## config.mk

```make
export PLATFORM = sky130hd
export DESIGN_NAME = run_controller
export DESIGN_NICKNAME = d
export VERILOG_FILES = /design/src/rtl/run_controller.sv
export SDC_FILE = /design/constraint.sdc
export NUM_CORES = 1
export LEC_CHECK = 0
export CORE_UTILIZATION = 31
export CTS_CLUSTER_SIZE = 14
export DETAILED_ROUTE_END_ITERATION = 8
export PLACE_DENSITY = 0.59
export SYNTH_ARGS = -nofsm -noshare
export SYNTH_HDL_FRONTEND = slang
export SYNTH_SLANG_ARGS = --single-unit
export TNS_END_PERCENT = 20
```

## constraint.sdc

```tcl
create_clock -name clk -period 2.6 [get_ports clk]
set_input_delay 0.65 -clock clk [delete_from_list [all_inputs] [get_ports clk]]
set_output_delay 0.65 -clock clk [all_outputs]
set_load 0.03 [all_outputs]
```

## src/rtl/run_controller.sv

```systemverilog
// Run/stop sequencer for the single-cycle core: produces the per-cycle commit
// enable and handles run, stop, step, run-N, PC breakpoints and syscall halt.
module run_controller #(
  parameter int CNT_W = 16,
  parameter int PC_W  = 32
) (
  input  logic             clk,
  input  logic             reset,
  input  logic             cmd_valid,
  output logic             cmd_ready,
  input  logic [1:0]       cmd_op,
  input  logic [CNT_W-1:0] cmd_arg,
  input  logic [PC_W-1:0]  pc,
  input  logic             bp_en,
  input  logic [PC_W-1:0]  bp_addr,
  input  logic             halt_req,
  output logic             cpu_ce,
  output logic [2:0]       state,
  output logic [2:0]       stop_cause,
  output logic             done,
  output logic [31:0]      instr_cnt
);

  typedef enum logic [2:0] {
    S_IDLE   = 3'd0,
    S_RUN    = 3'd1,
    S_STEP   = 3'd2,
    S_COUNT  = 3'd3,
    S_HALTED = 3'd4
  } state_t;

  localparam logic [1:0] OP_RUN   = 2'd0;
  localparam logic [1:0] OP_STOP  = 2'd1;
  localparam logic [1:0] OP_STEP  = 2'd2;
  localparam logic [1:0] OP_RUN_N = 2'd3;

  localparam logic [2:0] C_NONE  = 3'd0;
  localparam logic [2:0] C_STOP  = 3'd1;
  localparam logic [2:0] C_STEP  = 3'd2;
  localparam logic [2:0] C_COUNT = 3'd3;
  localparam logic [2:0] C_BP    = 3'd4;
  localparam logic [2:0] C_HALT  = 3'd5;

  state_t           state_q, state_d;
  logic [2:0]       cause_q, cause_d;
  logic [CNT_W-1:0] rem_q, rem_d;
  logic             bp_skip_q, bp_skip_d;
  logic             halt_pend_q, halt_pend_d;
  logic             done_q, done_d;
  logic             stop_evt;
  logic [31:0]      cnt_q;
  logic             running, bp_hit, accept;

  assign running    = (state_q == S_RUN) || (state_q == S_STEP) || (state_q == S_COUNT);
  assign bp_hit     = bp_en && (pc == bp_addr) && !bp_skip_q;
  assign cpu_ce     = running && !bp_hit && !halt_req && !reset;
  assign cmd_ready  = (state_q == S_IDLE) || (state_q == S_RUN) || (state_q == S_COUNT);
  assign accept     = cmd_valid && cmd_ready;
  assign state      = state_q;
  assign stop_cause = cause_q;
  assign done       = done_q;
  assign instr_cnt  = cnt_q;

  always_comb begin
    state_d     = state_q;
    cause_d     = cause_q;
    rem_d       = rem_q;
    bp_skip_d   = bp_skip_q && !cpu_ce;
    halt_pend_d = halt_pend_q;
    stop_evt    = 1'b0;
    case (state_q)
      S_IDLE: begin
        if (halt_req) halt_pend_d = 1'b1;
        // A halt seen while idle is honoured by the next run-type command.
        if (accept && cmd_op != OP_STOP) begin
          if (halt_pend_q || halt_req) begin
            state_d  = S_HALTED;
            cause_d  = C_HALT;
            stop_evt = 1'b1;
          end else if (cmd_op == OP_RUN) begin
            state_d = S_RUN;
          end else if (cmd_op == OP_STEP) begin
            state_d = S_STEP;
          end else if (cmd_arg != '0) begin
            rem_d   = cmd_arg;
            state_d = S_COUNT;
          end else begin
            cause_d  = C_COUNT;
            stop_evt = 1'b1;
          end
        end
      end
      S_RUN, S_STEP, S_COUNT: begin
        if (cpu_ce && state_q == S_COUNT) rem_d = rem_q - 1'b1;
        if (halt_req) begin
          state_d  = S_HALTED;
          cause_d  = C_HALT;
          stop_evt = 1'b1;
        end else if (bp_hit) begin
          state_d   = S_IDLE;
          cause_d   = C_BP;
          bp_skip_d = 1'b1;
          stop_evt  = 1'b1;
        end else if (accept && cmd_op == OP_STOP) begin
          state_d  = S_IDLE;
          cause_d  = C_STOP;
          stop_evt = 1'b1;
        end else if (state_q == S_STEP) begin
          state_d  = S_IDLE;
          cause_d  = C_STEP;
          stop_evt = 1'b1;
        end else if (state_q == S_COUNT && rem_q == 1) begin
          state_d  = S_IDLE;
          cause_d  = C_COUNT;
          stop_evt = 1'b1;
        end
      end
      S_HALTED: ;
      default: state_d = S_IDLE;
    endcase
    // Back-to-back stop events collapse so the pulse is never two cycles wide.
    done_d = stop_evt && !done_q;
  end

  always_ff @(posedge clk) begin
    if (reset) begin
      state_q     <= S_IDLE;
      cause_q     <= C_NONE;
      rem_q       <= '0;
      bp_skip_q   <= 1'b0;
      halt_pend_q <= 1'b0;
      done_q      <= 1'b0;
      cnt_q       <= '0;
    end else begin
      state_q     <= state_d;
      cause_q     <= cause_d;
      rem_q       <= rem_d;
      bp_skip_q   <= bp_skip_d;
      halt_pend_q <= halt_pend_d;
      done_q      <= done_d;
      if (cpu_ce) cnt_q <= cnt_q + 32'd1;
    end
  end

endmodule

```

==> results.cfg <==
[worst_setup_path]
crit_type = input pin to primary output
rr_worst_depth = 7
required_ns = 1.95
cp.arrival_ns = 1.93
critPathLaunchType = input pin
cp_slowest_cell = clkdlybuf4s50_1
cp-end-kind = primary output
worstPathCellList = clkdlybuf4s50_1, xor2_1, nor3_1, nand4_1, nand2_2, nor2_1, buf_4
critPathMaxStageDelay_ns = 0.41
path_max_fanout = 2

[grt]
grt-ovfl-total = 0
grt_usage_pct = 19.8
grt_pass1_vias = 3761
grt_first_pass_wirelength_um = 18200
antenna_found_initial = 0
grt_max_degree = 33

[routing]
detail-route-antenna-nets = 0
drtPass1Iterations = 5
drc = 0
vias = 3837
drt-total-wl_um = 11200
drtIter0Drc = 160
wire_per_inst_um = 14.7
vias_per_cell = 5.04

[layout]
layout-drive-gt1-share_pct = 20.0
antenna_cells = 0
areaGrowthSynthToFinish_pct = 56.1
utilization_pct = 50.2
layout.nets = 706
stdcell_area_um2 = 5490
mostFrequentLayoutCells = nor2_1 (69), clkdlybuf4s50_1 (63), dfxtp_1 (57)
layout_commonest_cell = nor2_1
fill_cells = 1095

[place]
dp_hpwl_um = 8590
portBuffers = 127
place.gp.congestion = 0.833
place_area_um2 = 5250

[die]
placementRows = 38
die_h_um = 109
die_w_um = 109
initial_core_util_pct = 32.2
ios = 128
fp.dieArea_um2 = 11800
core_um2 = 10900

[worst_hold_path]
hold_depth = 1
hold_class = register to register

[sta]
setup_viol = 0
hold_viol = 0
slew_violations = 0
period_minus_slack_ns = 2.58
relSlewSlack_pct = 76.1
finalCritPeriodShare_pct = 99.1
rsz0062_at_grt = yes
tightestPinTransition_ns = 0.349
fmax_mhz = 388
fin_worst_skew_ns = 0.00609

[logic_synthesis]
yosysWarnings = 0
syn_area_um2 = 3520
syn-num-nets = 536
avgSynthCellArea_um2 = 7.89
synth_top_area_share_pct = 32.4
synthCells = 446
synth_seq_area_share_pct = 32.4
synth_edf_count = 0
ys_types = 58
async_reset_ff_share_pct = 0
yosys-top-cells-area = dfxtp_1 (32%), xnor2_1 (13%), nor2_1 (7.5%)
synth_ff_type = dfxtp_1
synth_top_area_cell = dfxtp_1
synth_seq_cells = 57

[clock_tree]
clkTransAtPathRegs_ns = 0.05
cts_buffers = 9
cts_max_level = 3
tritoncts = done
cts_buffer_depth = 2
clk_latency_ns = 0.32
cts_root_buf = clkbuf_16
clock-sinks = 57
postCtsHoldBufs = 0

[outcome]
status = finished, final reports clean

[power]
ir_drop_mv = 0.334
p_leak_nw = 2.08
p_per_area_nw_per_um2 = 503

[job]
cap_violations = 0
worst max-delay path: cells and delay by family:
| kind | cells | cell delay (ns) |
|---|---|---|
| buffers and inverters | 2 | 0.57 |
| and+or+nand+nor | 4 | 0.55 |
| xor gates and xnor gates | 1 | 0.16 |
registers in the layout, indices dropped and copies added (netlist names):
| register | flops |
|---|---|
| instr_cnt | 32 |
| state | 3 |
| bp_skip_q | 1 |
| done | 1 |
| rem_q | 16 |
| stop_cause | 3 |
| halt_pend_q | 1 |
per-layer routing:
metal,global-route usage (%),share of wire [%],vias up
met3,3.13,3.9,14
met1,25.0,45,1808
met5,0,0,-
met2,33.9,49,88
li1,-,-,1927
met4,6.95,1.3,0
repair_timing:
item | CTS | global route
endpoints found under the setup margin | 2 | 3
buffers inserted | 2 | 0
resized for setup | 115 | 33
pin swaps | 39 | 23
cell type report:
class,count,area [µm²],area share [%]
Sequential cell,57,1140,20.8
Inverter,13,48.8,0.888
Multi-Input combinational cell,355,2290,41.7
Tap cell,140,175,3.19
Timing Repair Buffer,180,1540,28.1
Clock buffer,10,239,4.35
Clock inverter,6,57.6,1.05
synthesized netlist by cell type, types with 11 or more instances:
master and instances:
nor2_1 70, dfxtp_1 57, xnor2_1 53, nand2_1 36, nor3_1 24, a21oi_1 19
nor4_1 18, nand3_1 17, clkbuf_1 14, inv_1 13, nand4_1 12, nand2b_1 11
metrics by stage:
stage | std cells | power, mW | hold WS (ns) | setup TNS, ns | worst slack, ns
after global placement | 743 | 1.63 | 0.414 | -9.68 | -0.789
after detailed placement | 743 | 1.64 | 0.420 | -10.48 | -0.792
final | 761 | 2.76 | 0.430 | 0 | 0.0221
after floorplan | 446 | 1.31 | 0.437 | 0 | 0.0945
after CTS | 761 | 2.80 | 0.436 | 0 | 0.00107
after global routing | 761 | 2.91 | 0.463 | -0.0476 | -0.0476
power breakdown:
group / switching (mW) / total [mW] / internal [mW]
Combinational: 0.341 / 0.660 / 0.319
Sequential: 0.0296 / 0.939 / 0.909
Clock: 0.407 / 1.17 / 0.759
path summary, 6_finish.rpt:
kind	slack [ns]	startpoint	end
worst max-delay path	0.02	bp_addr[19]	cpu_ce
worst min-delay path	0.43	done	done
worst max register to register	0.41	rem_q[9]	rem_q[14]
worst min register to register	0.43	done	done
cells by family (layout without fill, tap and decap cells):
group,count (synthesis),after routing,synth area share (%)
compound gates,63,63,12.3
xor+xnor,57,57,14.2
buf+inv,34,209,4.13
mux,4,4,1.21
simple gates,228,228,34.7
flops,57,57,32.4
fa+ha+maj,3,3,1.07
No activity file was read; power rests on OpenSTA's default activity.
